### src/rtl/inst_rom_loader.sv
// inst_rom_loader: boot-time writer for the SOPC instruction memory.
// Receives a framed byte stream (16-bit big-endian word count, 4*N data
// bytes MSB first, XOR checksum byte), writes each assembled word to
// consecutive word addresses, and keeps the CPU in reset until a frame
// with a correct checksum has been loaded.
//
// Handshake: a byte is transferred on every rising edge where
// rx_valid && rx_ready. rx_ready is a registered level that is high exactly
// while the loader sits in LEN_HI, LEN_LO, DATA or CHECK. The sender may
// present a new byte every cycle, and rx_valid may drop at any time.
module inst_rom_loader #(
  parameter int ADDR_W  = 10,
  parameter int TIMEOUT = 1000
) (
  input  logic              clk,
  input  logic              rst,
  input  logic              start,
  input  logic              rx_valid,
  input  logic [7:0]        rx_data,
  output logic              rx_ready,
  output logic              mem_we,
  output logic [ADDR_W-1:0] mem_addr,
  output logic [31:0]       mem_wdata,
  output logic              cpu_hold,
  output logic              done,
  output logic              error,
  output logic [2:0]        dbg_state
);

  typedef enum logic [2:0] {
    S_IDLE   = 3'd0,
    S_LEN_HI = 3'd1,
    S_LEN_LO = 3'd2,
    S_DATA   = 3'd3,
    S_CHECK  = 3'd4,
    S_DONE   = 3'd5,
    S_ERROR  = 3'd6
  } state_e;

  localparam int          IDLE_W   = $clog2(TIMEOUT + 1);
  localparam logic [16:0] CAPACITY = 17'd1 << ADDR_W;

  state_e              state_q, state_d;
  logic                rx_ready_q;
  logic                mem_we_q;
  logic [ADDR_W-1:0]   mem_addr_q;
  logic [31:0]         mem_wdata_q;
  logic                cpu_hold_q;
  logic                done_q;
  logic                error_q;
  logic [7:0]          len_hi_q;
  logic [15:0]         len_q;
  logic [15:0]         word_cnt_q;
  logic [1:0]          byte_idx_q;
  logic [23:0]         shift_q;
  logic [7:0]          xor_q;
  logic [IDLE_W-1:0]   idle_q;

  logic                accept;
  logic                in_rx;
  logic                start_load;
  logic                timed_out;
  logic [15:0]         n_rx;

  // Next-state decision: byte handshakes, length/checksum verdicts, timeout.
  always_comb begin
    accept     = rx_valid && rx_ready_q;
    in_rx      = (state_q == S_LEN_HI) || (state_q == S_LEN_LO) ||
                 (state_q == S_DATA)   || (state_q == S_CHECK);
    start_load = start && ((state_q == S_IDLE) || (state_q == S_DONE) ||
                           (state_q == S_ERROR));
    timed_out  = in_rx && !accept && (idle_q == IDLE_W'(TIMEOUT - 1));
    n_rx       = {len_hi_q, rx_data};
    state_d    = state_q;
    unique case (state_q)
      S_IDLE, S_DONE, S_ERROR: if (start) state_d = S_LEN_HI;
      S_LEN_HI: if (accept) state_d = S_LEN_LO;
      S_LEN_LO: begin
        if (accept) begin
          if ({1'b0, n_rx} > CAPACITY) state_d = S_ERROR;
          else if (n_rx == 16'd0)      state_d = S_CHECK;
          else                         state_d = S_DATA;
        end
      end
      S_DATA: begin
        if (accept && (byte_idx_q == 2'd3) && (word_cnt_q + 16'd1 == len_q))
          state_d = S_CHECK;
      end
      S_CHECK: if (accept) state_d = (rx_data == xor_q) ? S_DONE : S_ERROR;
      default: state_d = S_IDLE;
    endcase
    if (timed_out) state_d = S_ERROR;
  end

  // State, datapath and registered outputs; reset abandons any partial word.
  always_ff @(posedge clk or negedge rst) begin
    if (!rst) begin
      state_q     <= S_IDLE;
      rx_ready_q  <= 1'b0;
      mem_we_q    <= 1'b0;
      mem_addr_q  <= '0;
      mem_wdata_q <= '0;
      cpu_hold_q  <= 1'b1;
      done_q      <= 1'b0;
      error_q     <= 1'b0;
      len_hi_q    <= '0;
      len_q       <= '0;
      word_cnt_q  <= '0;
      byte_idx_q  <= '0;
      shift_q     <= '0;
      xor_q       <= '0;
      idle_q      <= '0;
    end else begin
      state_q    <= state_d;
      rx_ready_q <= (state_d == S_LEN_HI) || (state_d == S_LEN_LO) ||
                    (state_d == S_DATA)   || (state_d == S_CHECK);
      done_q     <= (state_d == S_DONE);
      error_q    <= (state_d == S_ERROR);
      cpu_hold_q <= (state_d != S_DONE);
      mem_we_q   <= 1'b0;
      if (start_load) begin
        len_hi_q   <= '0;
        len_q      <= '0;
        word_cnt_q <= '0;
        byte_idx_q <= '0;
        xor_q      <= '0;
        idle_q     <= '0;
      end else if (accept) begin
        xor_q  <= xor_q ^ rx_data;
        idle_q <= '0;
        unique case (state_q)
          S_LEN_HI: len_hi_q <= rx_data;
          S_LEN_LO: len_q    <= n_rx;
          S_DATA: begin
            byte_idx_q <= byte_idx_q + 2'd1;
            shift_q    <= {shift_q[15:0], rx_data};
            if (byte_idx_q == 2'd3) begin
              mem_we_q    <= 1'b1;
              mem_addr_q  <= word_cnt_q[ADDR_W-1:0];
              mem_wdata_q <= {shift_q, rx_data};
              word_cnt_q  <= word_cnt_q + 16'd1;
            end
          end
          default: ;
        endcase
      end else if (in_rx) begin
        idle_q <= idle_q + 1'b1;
      end
    end
  end

  assign rx_ready  = rx_ready_q;
  assign mem_we    = mem_we_q;
  assign mem_addr  = mem_addr_q;
  assign mem_wdata = mem_wdata_q;
  assign cpu_hold  = cpu_hold_q;
  assign done      = done_q;
  assign error     = error_q;
  assign dbg_state = state_q;

endmodule

### config.mk
export PLATFORM = sky130hd
export DESIGN_NAME = inst_rom_loader
export DESIGN_NICKNAME = d
export VERILOG_FILES = /design/src/rtl/inst_rom_loader.sv
export SDC_FILE = /design/constraint.sdc
export NUM_CORES = 1
export LEC_CHECK = 0
export CAP_MARGIN = 25
export CORE_MARGIN = 3
export CORE_UTILIZATION = 30
export CTS_CLUSTER_DIAMETER = 60
export DETAILED_ROUTE_END_ITERATION = 10
export GPL_ROUTABILITY_DRIVEN = 0
export PLACE_DENSITY = 0.44
export SYNTH_ARGS = -nofsm -noshare
export SYNTH_HDL_FRONTEND = slang
export SYNTH_SLANG_ARGS = --single-unit
### constraint.sdc
create_clock -name clk -period 2.9 [get_ports clk]
set_clock_uncertainty 0.2 [all_clocks]
set_input_delay 0.58 -clock clk [delete_from_list [all_inputs] [get_ports clk]]
set_output_delay 0.58 -clock clk [all_outputs]
set_load 0.02 [all_outputs]
==> results.json, run 1 <==
{
  "wl_microns": 15900,
  "max_freq_mhz": 367,
  "antenna_left": 0,
  "start_util_pct": 30.8,
  "area_delta_synth_final_pct": 27.4,
  "leakagePower_nw": 3.66,
  "drc": 0,
  "h-tree-depth": 4,
  "hold_buffers": 1,
  "dr.first_iter.drc_count": 191,
  "synth-seq-cells": 134,
  "ys_types": 54,
  "r2r_cells": 7,
  "final_util_pct": 39.2,
  "design.final.nets": 768,
  "avgSynthCellArea_sq_um": 9.29,
  "power_frac_seq_pct": 41.5,
  "cts_sinks": 134,
  "clock_latency_ps": 420,
  "status": "finished clean",
  "period_needed_ps": 2720,
  "switching_power_mw": 2.09,
  "setup_viol": 0,
  "clkPwrFrac_pct": 34.3,
  "io_pins": 62,
  "crit_type": "reg2reg",
  "hold_viol_final": 0,
  "swShare_pct": 32.3,
  "grt_first_pass_wirelength_microns": 26300,
  "dieArea_sq_um": 22700,
  "end_kind": "flip-flop",
  "diodes": 0,
  "dp_hpwl_microns": 11000,
  "synth_fp_nets": 690,
  "cp.required_ps": 2980,
  "synth_edf_count": 0,
  "slew_headroom_pct": 41.8,
  "die_w_microns": 151,
  "clk_pin_slew_ps": 60,
  "arrival_ps": 2800,
  "rows": 52,
  "root_buffer": "clkbuf_16",
  "synth_area_leaders": "dfrtp_1 53%, nand2_1 13%, mux2_2 4.5%",
  "nFillCells": 2007,
  "p_total_mw": 6.47,
  "fp.dieH_microns": 151,
  "syn_inst": 675,
  "p_per_area_nw_per_um2": 811,
  "grt_start_max_net_pins": 53,
  "cts_tree": "done",
  "ir_drop_uv": 406,
  "netlist_area_sq_um": 6270,
  "grt_pass1_vias": 5038,
  "min_delay_path_depth": 2,
  "yosys_most_used_dff": "dfrtp_1",
  "postCtsResizedCells": 0,
  "ys_warn_count": 0,
  "drv_slew": 0,
  "overflow": 0,
  "grt_antenna_before_repair": 0,
  "max_cap_violations": 0,
  "async_reset_ff_share_pct": 100,
  "place_area_sq_um": 7370,
  "rsz0062_at_grt": "false",
  "layout_common_cells": "217 x nand2_1, 133 x dfrtp_1, 60 x clkdlybuf4s50_1, 40 x nor2_1, 38 x buf_4",
  "gr-usage-all-layers_pct": 14.9,
  "cp_max_fo": 9,
  "io_buffers": 61,
  "stdcell_area_sq_um": 7980,
  "dp.cells": 1003,
  "synth-seq-area-share_pct": 53.5,
  "synth_area_leader_cell": "dfrtp_1",
  "core_area_sq_um": 20400,
  "cp-start-kind": "flip-flop",
  "combPwrFrac_pct": 24.2,
  "dr.pass1.iters": 4,
  "clock_path_buffers": 2,
  "drive_above_1_share_pct": 14.1,
  "min_path_type": "reg2reg",
  "final_common_cell": "nand2_1",
  "synth.top_cell.area_share_pct": 53.1,
  "p_int_mw": 4.39,
  "vias_per_cell": 4.72,
  "post_cts_buffers": 0,
  "dr_total_vias": 4884,
  "cts_buffers": 17,
  "period_share_pct": 94.0,
  "final_cells": 1035,
  "tightest_slew_ps": 869,
  "wl_per_cell_microns": 15.3
}
## worst paths after layout
check | start | to | slack (ps)
max | word_cnt_q[5]$_DFFE_PN0P_ | dbg_state[0]$_DFF_PN0_ | 180
min | shift_q[23]$_DFFE_PN0P_ | mem_wdata[31]$_DFFE_PN0P_ | 270
max reg2reg | word_cnt_q[5]$_DFFE_PN0P_ | dbg_state[0]$_DFF_PN0_ | 180
min reg2reg | shift_q[23]$_DFFE_PN0P_ | mem_wdata[31]$_DFFE_PN0P_ | 270
max in group asynchronous | rst | len_q[0]$_DFFE_PN0P_ | 1290
min in group asynchronous | rst | word_cnt_q[14]$_DFFE_PN0P_ | 480
## metrics by stage
stage	hold slack [ps]	setup slack (ps)	setup TNS [ps]
6_report	270	175	0
2_1_floorplan	84.4	418	0
5_1_grt	292	59.4	0
3_3_place_gp	257	-94.9	-205
3_5_place_dp	258	-167	-320
4_1_cts	277	167	0
## routing by layer
metal / global-route usage, % / vias to the layer above / wire length [microns]
met5: 0 / - / 0
met1: 19.5 / 2377 / 7530
met4: 4.71 / 0 / 231
met3: 2.83 / 21 / 410
met2: 24.8 / 81 / 7700
li1: - / 2405 / -
## worst max-delay path, cell delays in order (launching register included)
cell,delay [ps]
dfrtp_1,540
nand4_2,250
nor3_1,480
xnor2_1,200
o311ai_0,240
a2111oi_4,410
buf_4,200
o22ai_1,70
## synthesized netlist by cell type (all sizes together) (2+ instances only)
library cell and count:
nand4 12, o21ai 25, o41ai 3, nor3 7, xor2 20, buf 12, mux2 25, a211o 2
and2 3, clkbuf 31, o31ai 4, nand3b 3, nand3 22, dfrtp 133, or3 7, o22ai 4
nand2b 2, and4 3, nand2 218, nor2 41, mux2i 2, nor3b 3, a31oi 2, a21oi 24
inv 4, xnor2 31, and3 4, nor4 9, ha 3
## power groups by stage
stage               Sequential (mW)  Clock, mW  Combinational, mW
floorplan                      2.63          0               1.10
global placement               2.71          0               1.55
detailed placement             2.72          0               1.58
CTS                            2.69       2.28               1.59
global route                   2.75       2.36               1.75
finish                         2.69       2.22               1.57
## final cells by class
| type | instances | area (sq um) | share of cell area, % |
|---|---|---|---|
| flip-flops and latches | 134 | 3350 | 42.0 |
| inverters | 4 | 15.0 | 0.188 |
| multi-input cells | 494 | 2730 | 34.2 |
| clock buffers | 18 | 429 | 5.38 |
| well taps | 270 | 338 | 4.23 |
| clock inverters | 13 | 171 | 2.15 |
| repair buffers | 102 | 947 | 11.9 |
## cells by family (layout without fill, tap and decap cells)
| logic type | Yosys count | in the layout | synth area share [%] |
|---|---|---|---|
| adders and majority gates | 3 | 3 | 0.599 |
| and+or+nand+nor | 341 | 341 | 23.9 |
| muxes | 27 | 27 | 4.81 |
| buffers and inverters | 47 | 137 | 3.03 |
| DFF | 134 | 134 | 53.5 |
| AOI/OAI and AO/OA | 72 | 72 | 6.99 |
| xor gates and xnor gates | 51 | 51 | 7.13 |
## flip-flops by register name, indices dropped and copies added (netlist names)
register / count
mem_wdata: 32
idle_q: 10
done: 1
mem_we: 1
shift_q: 24
len_hi_q: 8
xor_q: 8
len_q: 16
rx_ready: 1
mem_addr: 10
dbg_state: 3
cpu_hold: 1
byte_idx_q: 2
word_cnt_q: 16
error: 1
Power figures use the tool's default switching activity.
==> inputs of run 2 (changes only) <==
- TNS_END_PERCENT: default -> 50
==> results of run 2 <==
Same layout as run 1: the final DEF is identical, and so are final timing and power.
==> inputs of run 3 (changes only) <==
- CTS_BUF_LIST: default -> sky130_fd_sc_hd__clkbuf_8
- PLACE_DENSITY: 0.44 -> 0.46
- clock period: 2.9 -> 2.3 ns (I/O delays scaled with it)
==> run 3 against run 2 <==
Against the previous run: wire length up 4.2%; critical endpoint unchanged; critical path type unchanged; via count up 3.5%; total power is 17% higher; sequential power grew 25%.
==> results.json, run 3 (same netlist as run 1, synthesis figures left out) <==
{
  "nFillCells": 2001,
  "clock_latency_ps": 440,
  "fp.dieH_microns": 151,
  "wl_microns": 16500,
  "arrival_ps": 2390,
  "min_delay_path_depth": 2,
  "slew_headroom_pct": 62.3,
  "crit_type": "reg2reg",
  "place_area_sq_um": 7620,
  "cp_max_fo": 3,
  "cp.required_ps": 2410,
  "dr_total_vias": 5056,
  "drv_slew": 0,
  "p_per_area_nw_per_um2": 914,
  "clk_pin_slew_ps": 80,
  "cts_sinks": 134,
  "dieArea_sq_um": 22700,
  "r2r_cells": 7,
  "ir_drop_uv": 405,
  "start_util_pct": 30.8,
  "status": "finished clean",
  "period_share_pct": 98.8,
  "clock_path_buffers": 2,
  "grt_start_max_net_pins": 50,
  "worst_path_most_repeated_cell": "a211o_1",
  "min_path_type": "reg2reg",
  "max_cap_violations": 0,
  "drive_above_1_share_pct": 21.5,
  "finalWorstSetupSlack_ps": 28.2,
  "wl_per_cell_microns": 15.5,
  "rows": 52,
  "worstPathCellList": "xnor2_1, or3_1, a211o_1, a211o_1, a2111oi_4, buf_4, o22ai_1",
  "hold_viol_final": 0,
  "drc": 0,
  "setup_viol": 0,
  "root_buffer": "clkbuf_8",
  "tightest_slew_ps": 565,
  "pre_cts_ws_ps": -600,
  "h-tree-depth": 4,
  "gr-usage-all-layers_pct": 15.3,
  "overflow": 0,
  "io_buffers": 61,
  "area_delta_synth_final_pct": 32.0,
  "max_stage_delay_ps": 400,
  "layout_common_cells": "217 x nand2_1, 128 x dfrtp_1, 71 x buf_4, 56 x clkdlybuf4s50_1, 38 x nor2_1",
  "cts_tree": "done",
  "cts_buffers": 17,
  "core_area_sq_um": 20400,
  "dp_hpwl_microns": 11500,
  "cp-start-kind": "flip-flop",
  "stdcell_area_sq_um": 8280,
  "largest_reg_flops": 32,
  "io_pins": 62,
  "rsz0062_at_grt": "true",
  "final_util_pct": 40.6,
  "grt_antenna_before_repair": 1,
  "grt_first_pass_wirelength_microns": 27300,
  "period_needed_ps": 2270,
  "leakagePower_nw": 3.87,
  "vias_per_cell": 4.73,
  "design.final.nets": 801,
  "antenna_left": 0,
  "diodes": 0,
  "grt_pass1_vias": 5254,
  "final_common_cell": "nand2_1",
  "dr.pass1.iters": 5,
  "critPathSlowestCell": "dfrtp_1",
  "end_kind": "flip-flop",
  "die_w_microns": 151,
  "dr.first_iter.drc_count": 343,
  "max_freq_mhz": 440
}
## run 3: timing repair
action                                  in CTS  in global routing
pin swaps                                    4                  8
hold endpoints to repair                    45                  0
hold buffers                                 1                  0
resized for setup                           21                 31
buffers inserted                             0                  1
endpoints found under the setup margin      18                  8
## run 3: layout make-up
cell class	count	area, sq um	share of cell area, %
flip-flops and latches	134	3360	40.6
multi-input cells	494	3000	36.2
repair buffers	135	1180	14.3
well taps	270	338	4.08
clock buffers	19	262	3.16
clock inverters	13	118	1.42
inverters	4	15.0	0.181
## run 3: through the flow
stage | total power [mW] | hold WS, ps | instances | setup TNS (ps)
3_3_place_gp | 5.49 | 237 | 1035 | -17750
5_1_grt | 8.09 | 302 | 1069 | -208
6_report | 7.57 | 276 | 1069 | 0
3_5_place_dp | 5.54 | 247 | 1035 | -18820
2_1_floorplan | 4.71 | -35.6 | 675 | 0
4_1_cts | 7.51 | 281 | 1068 | 0
## run 3: path summary, 6_finish.rpt
check,start,end,slack (ps)
hold reg to reg,mem_addr[3]$_DFFE_PN0P_,mem_addr[3]$_DFFE_PN0P_,280
max in group asynchronous,rst,word_cnt_q[3]$_DFFE_PN0P_,850
min in group asynchronous,rst,len_q[11]$_DFFE_PN0P_,350
setup / recovery,len_q[14]$_DFFE_PN0P_,dbg_state[0]$_DFF_PN0_,30
hold / removal,mem_addr[3]$_DFFE_PN0P_,mem_addr[3]$_DFFE_PN0P_,280
setup reg to reg,len_q[14]$_DFFE_PN0P_,dbg_state[0]$_DFF_PN0_,30
## run 3: critical path: cells and delay by family, from the launching register on
family	cells	cell delay, ps
AOI/OAI and AO/OA	4	860
xor gates and xnor gates	1	180
buffers and inverters	1	190
DFF	1	400
and+or+nand+nor	1	330
## run 3: power by group
group / switching (mW) / total (mW) / internal [mW]
registers: 0.468 / 3.36 / 2.90
clock network: 0.913 / 1.91 / 0.997
logic: 1.23 / 2.29 / 1.07
total: 2.61 / 7.57 / 4.96
## run 3: routing by layer
layer	track usage [%]	vias up	part of all wire, %
li1	-	2466	-
met1	20.6	2492	48
met2	24.8	80	48
met3	3.97	16	3.0
met4	3.20	2	0.88
met5	0	-	0.042
